### config.mk
export PLATFORM = sky130hd
export DESIGN_NAME = audio_sample_fifo
export DESIGN_NICKNAME = d
export VERILOG_FILES = /design/src/rtl/audio_pkg.sv /design/src/rtl/stereo_frame_ram.sv /design/src/rtl/audio_sample_fifo.sv
export SDC_FILE = /design/constraint.sdc
export NUM_CORES = 1
export LEC_CHECK = 0
export CORE_ASPECT_RATIO = 1.25
export CORE_MARGIN = 4
export CORE_UTILIZATION = 45
export CTS_CLUSTER_SIZE = 25
export DETAILED_ROUTE_END_ITERATION = 16
export PLACE_DENSITY_LB_ADDON = 0.3
export SYNTH_ARGS = -nofsm -noshare
export SYNTH_HDL_FRONTEND = slang
export SYNTH_HIERARCHICAL = 1
export SYNTH_SLANG_ARGS = --single-unit
### constraint.sdc
create_clock -name clk -period 10.2 [get_ports clk]
set_input_delay 2.04 -clock clk [delete_from_list [all_inputs] [get_ports clk]]
set_output_delay 2.04 -clock clk [all_outputs]
set_load 0.005 [all_outputs]
### src/rtl/audio_pkg.sv
// Shared constants and frame type for the stereo audio sample FIFO.
package audio_pkg;

  localparam int unsigned SAMPLE_W_DEF   = 24;
  localparam int unsigned UNDERRUN_CNT_W = 16;

  typedef struct packed {
    logic [SAMPLE_W_DEF-1:0] left;
    logic [SAMPLE_W_DEF-1:0] right;
  } stereo_frame_t;

endpackage

### src/rtl/stereo_frame_ram.sv
// Simple dual-port frame storage: one write port, one registered read port.
// Storage is not reset; only the read register clears on reset.
module stereo_frame_ram
  import audio_pkg::*;
#(
  parameter int unsigned DEPTH    = 16,
  parameter int unsigned SAMPLE_W = SAMPLE_W_DEF
) (
  input  logic                        clk,
  input  logic                        reset_n,
  input  logic                        we,
  input  logic [$clog2(DEPTH)-1:0]    waddr,
  input  logic [2*SAMPLE_W-1:0]       wdata,
  input  logic                        re,
  input  logic [$clog2(DEPTH)-1:0]    raddr,
  output logic [2*SAMPLE_W-1:0]       rdata
);

  logic [2*SAMPLE_W-1:0] mem [DEPTH];

  always_ff @(posedge clk) begin
    if (we) begin
      mem[waddr] <= wdata;
    end
  end

  // Write-first on address collision: a pop at level 1 with a coincident
  // write must present the frame being written as the new head.
  always_ff @(posedge clk or negedge reset_n) begin
    if (!reset_n) begin
      rdata <= '0;
    end else if (re) begin
      rdata <= (we && (waddr == raddr)) ? wdata : mem[raddr];
    end
  end

endmodule

### src/rtl/audio_sample_fifo.sv
// Stereo frame FIFO: frames written as {left,right}, popped one cycle after r_read.
// Optional saturating underrun counter enabled by macro AUDIO_FIFO_UNDERRUN_CNT_EN.
module audio_sample_fifo
  import audio_pkg::*;
#(
  parameter int unsigned DEPTH    = 16,
  parameter int unsigned SAMPLE_W = SAMPLE_W_DEF
) (
  input  logic                       clk,
  input  logic                       reset_n,
  input  logic                       wr_en,
  input  logic [SAMPLE_W-1:0]        lsound_wr,
  input  logic [SAMPLE_W-1:0]        rsound_wr,
  output logic                       full,
  input  logic                       l_read,
  input  logic                       r_read,
  output logic [SAMPLE_W-1:0]        lsound_out,
  output logic [SAMPLE_W-1:0]        rsound_out,
  output logic                       empty,
  output logic                       sample_ready,
  output logic [$clog2(DEPTH):0]     level,
  output logic                       overflow
`ifdef AUDIO_FIFO_UNDERRUN_CNT_EN
  ,
  output logic [UNDERRUN_CNT_W-1:0]  underrun_cnt
`endif
);

  localparam int unsigned AW = $clog2(DEPTH);
  localparam int unsigned PW = AW + 1;
  localparam logic [PW-1:0] PTR_ONE    = PW'(1);
  localparam logic [PW-1:0] FULL_LEVEL = PW'(DEPTH);

  logic [PW-1:0]         wr_ptr, rd_ptr;
  logic [PW-1:0]         wr_ptr_nx, rd_ptr_nx, level_nx;
  logic                  r_read_dly;
  logic                  pop, underrun, wr_accept, rd_load;
  logic [2*SAMPLE_W-1:0] rd_frame;
  logic                  unused_l_read;

  assign unused_l_read = l_read;

  // The output register is refreshed only when the FIFO is non-empty both
  // before and after the edge: this gives the two-cycle write-to-output
  // latency and keeps the last popped frame on the outputs once drained.
  always_comb begin
    pop       = r_read_dly && !empty;
    underrun  = r_read_dly && empty;
    wr_accept = wr_en && (!full || pop);
    wr_ptr_nx = wr_accept ? (wr_ptr + PTR_ONE) : wr_ptr;
    rd_ptr_nx = pop ? (rd_ptr + PTR_ONE) : rd_ptr;
    level_nx  = wr_ptr_nx - rd_ptr_nx;
    rd_load   = !empty && (level_nx != '0);
  end

  always_ff @(posedge clk or negedge reset_n) begin
    if (!reset_n) begin
      wr_ptr     <= '0;
      rd_ptr     <= '0;
      level      <= '0;
      empty      <= 1'b1;
      full       <= 1'b0;
      overflow   <= 1'b0;
      r_read_dly <= 1'b0;
    end else begin
      r_read_dly <= r_read;
      wr_ptr     <= wr_ptr_nx;
      rd_ptr     <= rd_ptr_nx;
      level      <= level_nx;
      empty      <= (level_nx == '0);
      full       <= (level_nx == FULL_LEVEL);
      if (wr_en && !wr_accept) begin
        overflow <= 1'b1;
      end
    end
  end

  assign sample_ready = !empty;

  stereo_frame_ram #(
    .DEPTH    (DEPTH),
    .SAMPLE_W (SAMPLE_W)
  ) u_ram (
    .clk     (clk),
    .reset_n (reset_n),
    .we      (wr_accept),
    .waddr   (wr_ptr[AW-1:0]),
    .wdata   ({lsound_wr, rsound_wr}),
    .re      (rd_load),
    .raddr   (rd_ptr_nx[AW-1:0]),
    .rdata   (rd_frame)
  );

  assign lsound_out = rd_frame[2*SAMPLE_W-1:SAMPLE_W];
  assign rsound_out = rd_frame[SAMPLE_W-1:0];

`ifdef AUDIO_FIFO_UNDERRUN_CNT_EN
  always_ff @(posedge clk or negedge reset_n) begin
    if (!reset_n) begin
      underrun_cnt <= '0;
    end else if (underrun && (underrun_cnt != '1)) begin
      underrun_cnt <= underrun_cnt + UNDERRUN_CNT_W'(1);
    end
  end
`else
  logic unused_underrun;
  assign unused_underrun = underrun;
`endif

endmodule

# After elaboration in Yosys (flattened, before gate mapping)
# Memories as Yosys holds them, arrays and structs flattened. A register that Yosys moved wholly into a read port is not among the register bits.
# Cells that the tools add are included.
[classes] n_mux=4 n_reduce_logical=11 addsub=3 eq_ne=1
[op_table] operator="$add A5 B1 Y5 const B" count=2
[op_table] operator="$mux W5" count=2
[op_table] operator="$eq A5 B5 Y1 const B" count=1
[op_table] operator="$logic_not A5 Y1" count=1
[op_table] operator="$reduce_bool A5 Y1" count=1
[op_table] operator="$sub A5 B5 Y5" count=1
[op_table] operator="$logic_and A1 B1 Y1" count=4
[op_table] operator="$logic_not A1 Y1" count=4
[op_table] operator="$mux W1" count=2
[op_table] operator="$logic_or A1 B1 Y1" count=1
[totals] input_bits=53 n_memories=1 mem_bits_rw=768 output_inout_bits=57 reg_bits=19
[memory_table] memory="u_ram.mem" depth=16 width=48 rd=1 rd_clocked_by_memory_dff=1 wr=1 line="stereo_frame_ram.sv:19" rtl="logic [2*SAMPLE_W-1:0] mem [DEPTH];"

# Depth between registers and ports, before layout
[logic_depth] depth_word=8 mapped_depth=16 ltp_nobuf=14

# Modules after synthesis
# The synthesis kept the hierarchy.
[by_module_without_submodules] mod="stereo_frame_ram" instances=1 seq_area_each_um2=24263.3 area_per_inst_um2=31775.5 cells_per_inst=1575
[by_module_without_submodules] mod="audio_sample_fifo" instances=1 seq_area_each_um2=476.7 area_per_inst_um2=899.6 cells_per_inst=75

# Worst setup path before layout
# Ideal clock, no wire load.
[synth_path] kind="input -> register" from="input port wr_en" to="memory u_ram/mem[0][0] (netlist name) (enable)" setup_time_ps=513 t_required_ps=9687 arrival_ps=6281 path_slack_ps=3406 path_stages=3 cell_sequence="a21boi_1 > or3b_2 > nor3_1"
[synth_via] elab_chain_cells=3
[synth_lines] item="start, declared" line="audio_sample_fifo.sv:11" rtl="input logic wr_en,"
[synth_lines] item="$logic_and A1 B1 Y1" line="audio_sample_fifo.sv:49" rtl="wr_accept = wr_en && (!full || pop);"
[synth_lines] item="$mux W1" line="stereo_frame_ram.sv:22" rtl="if (we) begin"
[synth_lines] item="$mux W1 (implied by the code)" line="stereo_frame_ram.sv:23" rtl="mem[waddr] <= wdata;"
[synth_lines] item="end, declared" line="stereo_frame_ram.sv:19"
# Every way passes these cells.

# Worst setup path after layout
[layout_path] from="input port wr_en" to="register u_ram.rdata[44] (read register of u_ram.mem)"
[layout_via] elab_chain_cells=5
[layout_lines] item="$logic_and A1 B1 Y1" line="audio_sample_fifo.sv:49"
[layout_lines] item="named net wr_accept" line="audio_sample_fifo.sv:37" rtl="logic pop, underrun, wr_accept, rd_load;"
[layout_lines] item="$mux W5" line="audio_sample_fifo.sv:50" rtl="wr_ptr_nx = wr_accept ? (wr_ptr + PTR_ONE) : wr_ptr;"
[layout_lines] item="named net wr_ptr_nx[1]" line="audio_sample_fifo.sv:35" rtl="logic [PW-1:0] wr_ptr_nx, rd_ptr_nx, level_nx;"
[layout_lines] item="$sub A5 B5 Y5" line="audio_sample_fifo.sv:52" rtl="level_nx = wr_ptr_nx - rd_ptr_nx;"
[layout_lines] item="$reduce_bool A5 Y1" line="audio_sample_fifo.sv:53" rtl="rd_load = !empty && (level_nx != '0);"
[layout_lines] item="$logic_and A1 B1 Y1" line="audio_sample_fifo.sv:53"
[layout_lines] item="named net rd_load" line="audio_sample_fifo.sv:37"
[layout_lines] item="end, declared" line="stereo_frame_ram.sv:16" rtl="output logic [2*SAMPLE_W-1:0] rdata"
# The timed path passes the listed nets, and every way through them passes these cells.
# A chain may end at the register's enable or synchronous reset.

==> impl_metrics.json <==
{
  "post-route-period-util": 0.646,
  "status": "finished, final reports clean",
  "min_from": "overflow",
  "grt_pass1_wl_microns": 111000,
  "rsz0062_at_grt": "false",
  "max_freq_mhz": 152,
  "drive_above_1_share": 0.201,
  "grt_max_degree": 156,
  "maxCapViolCount": 0,
  "initial_utilization": 0.454,
  "critical_path.startpoint": "wr_en",
  "cts_buffers": 80,
  "rows": 110,
  "yosys_warnings": 6,
  "hold_viol_final": 0,
  "grt_pass1_vias": 16900,
  "post_cts_buffers": 0,
  "die_w_microns": 249,
  "routedWlPerCell_microns": 26.7,
  "cts_num_sinks": 835,
  "synth_area_per_cell_sq_um": 19.8,
  "grt-ovfl-total": 0,
  "syn_to_final_growth_pct": 14.3,
  "worstSkewPairLatency_ps": 620,
  "die_area_sq_um": 77000,
  "crit_required_ps": 10660,
  "ys_async_sr_fraction": 0.0802,
  "start_kind": "primary input",
  "crit_path_end_kind": "flop",
  "synth_cells": 1650,
  "whs_ps": 472,
  "synth_edf_count": 768,
  "tightest_slew_ps": 1340,
  "routed_via_density": 5.86,
  "synth_area_leaders": "edfxtp_1 71%, mux4_2 9.5%, dfrtp_1 5.1%, mux2i_1 3.0%, mux2_2 1.7%",
  "fin_crit_ps": 6580,
  "vdd_drop_max_uv": 407,
  "setup_tns_ps": 0,
  "criticalPathCategory": "primary input to flop",
  "skew_ps": 18.0,
  "ys_types": 44,
  "track_usage": 0.192,
  "cts_max_level": 3,
  "synth_area_sq_um": 32700,
  "tritoncts": "yes",
  "nets": 1827,
  "clk_pin_slew_ps": 60,
  "grt_antenna_before_repair": 3,
  "synth_area_leader_cell": "edfxtp_1",
  "core-area_sq_um": 72000,
  "num_vias": 16300,
  "synth_top_flop_cell": "edfxtp_1",
  "synth.top_cell.area_share": 0.706,
  "power.density_nw_per_um2": 310,
  "antenna_left": 0,
  "maxSlewHeadroom": 0.107,
  "ctsResizeCount": 0,
  "hold_buffers": 0,
  "leakage_uw": 0.0127,
  "arrival_ps": 7040,
  "crit_fanout": 38,
  "drc_errors": 0,
  "io_pins": 110,
  "dpl.hpwl_microns": 34700,
  "cts-root-buf": "clkbuf_16",
  "place_congestion": 0.692,
  "report.final.slew_viol_count": 0,
  "setup_viol": 0,
  "die_h_microns": 309,
  "syn_nets": 1710,
  "yosysSeqAreaShare": 0.757,
  "r2r-start": "r_read_dly",
  "hp-class": "flop to flop",
  "firstDrtPassIters": 7,
  "drt_iter0_drc": 1490,
  "clock_path_buffers": 3,
  "port_buffers": 108,
  "ys_seq_elements": 835,
  "wirelength_microns": 74600
}
## critical path: stages
cell and delay (ps):
clkdlybuf4s50_1 500, a21boi_1 640, mux2_2 450, fa_1 440, nand3_1 110, nand2_1 80, and3_4 150, or3_4 360
a31oi_4 150, buf_4 470, a21boi_4 810, buf_4 620, a31oi_1 180
## path summary, 6_finish.rpt
kind | end | slack (ps) | cells after the start
worst max-delay path | u_ram/rdata[44] | 3620 | 13
worst min-delay path | overflow | 470 | 1
worst max register to register | u_ram/rdata[44] | 4830 | 13
worst min register to register | overflow | 470 | 1
max in group asynchronous | u_ram/rdata[28] | 7630 | 2
min in group asynchronous | u_ram/rdata[6] | 1360 | 1
## Yosys cell counts, types with 2 or more instances
library cell	count
mux2_2	49
a41o_1	48
nand4_1	2
xor2_1	7
nor2_1	61
xnor2_1	6
nor3_1	4
nand2b_1	2
buf_2	22
buf_1	4
buf_6	17
clkbuf_1	50
nand2_1	56
dfrtp_1	66
clkbuf_4	3
a221oi_1	48
buf_4	7
nand3b_1	3
mux4_2	138
mux4_1	6
or3_4	2
mux2i_1	97
inv_1	56
ha_1	6
a21oi_1	4
edfxtp_1	768
o21ai_1	4
a21boi_1	3
a31oi_1	49
o21ai_0	46
nand3_1	3
## area by class of cell
type,instances,area (sq um)
fillers,5580,34600
flip-flops and latches,835,24700
multi-input cells,656,7320
clock buffers,114,2270
repair buffers,138,1330
well taps,952,1190
clock inverters,35,267
inverters,56,215
diodes,2,5.00
## per-stage QoR
| stage | total power [uW] | cell area (sq um) | setup WS (ps) | utilization | instances |
|---|---|---|---|---|---|
| after floorplan | 7430 | 32700 | 3410 | - | 1650 |
| after global placement | 8690 | 34800 | 3130 | 0.483 | 2637 |
| after detailed placement | 8800 | 34800 | 3060 | 0.483 | 2637 |
| after CTS | 11700 | 37300 | 3720 | 0.519 | 2786 |
| after global routing | 12100 | 37300 | 3380 | 0.519 | 2786 |
| final | 11600 | 37300 | 3620 | 0.519 | 2788 |
## flip-flops by register name (all words and copies together), names as in the netlist
signal and flops:
full 1, empty 1, wr_ptr 5, level 5, rd_ptr 5, r_read_dly 1
u_ram/mem 768, u_ram/rdata 48, overflow 1
## cells in the final DEF, fill, tap and decap left out, types with 4 or more instances in the layout
| cell | synthesis | final |
|---|---|---|
| nor2_4 | 0 | 12 |
| a41o_1 | 48 | 48 |
| mux4_2 | 138 | 138 |
| mux4_1 | 6 | 6 |
| nand2_1 | 56 | 56 |
| edfxtp_1 | 768 | 768 |
| clkbuf_16 | 0 | 83 |
| o21ai_0 | 46 | 46 |
| nor3_2 | 1 | 4 |
| clkinv_1 | 0 | 10 |
| xor2_1 | 7 | 6 |
| a21oi_1 | 4 | 4 |
| nor2_1 | 61 | 49 |
| a31oi_1 | 49 | 48 |
| clkdlybuf4s50_1 | 0 | 107 |
| buf_4 | 7 | 29 |
| mux2i_1 | 97 | 97 |
| o21ai_1 | 4 | 4 |
| a221oi_1 | 48 | 48 |
| mux2_2 | 49 | 49 |
| clkbuf_8 | 0 | 8 |
| ha_1 | 6 | 6 |
| clkinv_2 | 0 | 14 |
| clkbuf_1 | 50 | 23 |
| xnor2_1 | 6 | 5 |
| inv_1 | 56 | 54 |
| dfrtp_1 | 66 | 66 |
## kinds of logic after synthesis
kind of cell | after synthesis | synth area share
fa+ha+maj | 7 | 0.00291
flops | 835 | 0.757
compound gates | 203 | 0.0462
simple gates | 143 | 0.0196
buf+inv | 159 | 0.0242
mux | 290 | 0.147
xor+xnor | 13 | 0.00348
## report_power, final
group | internal, uW | switching [uW]
sequential | 4250 | 193
clock | 1640 | 1230
combinational | 1830 | 2430
## per-layer routing
metal  vias up  global-route usage  part of all wire
met5         -                   0           0.00017
met4         2              0.0509             0.018
met3        96              0.0304             0.058
met2       482               0.329              0.50
met1      8787               0.262              0.42
li1       6979                   -                 -
(Power assumes the default switching activity.)
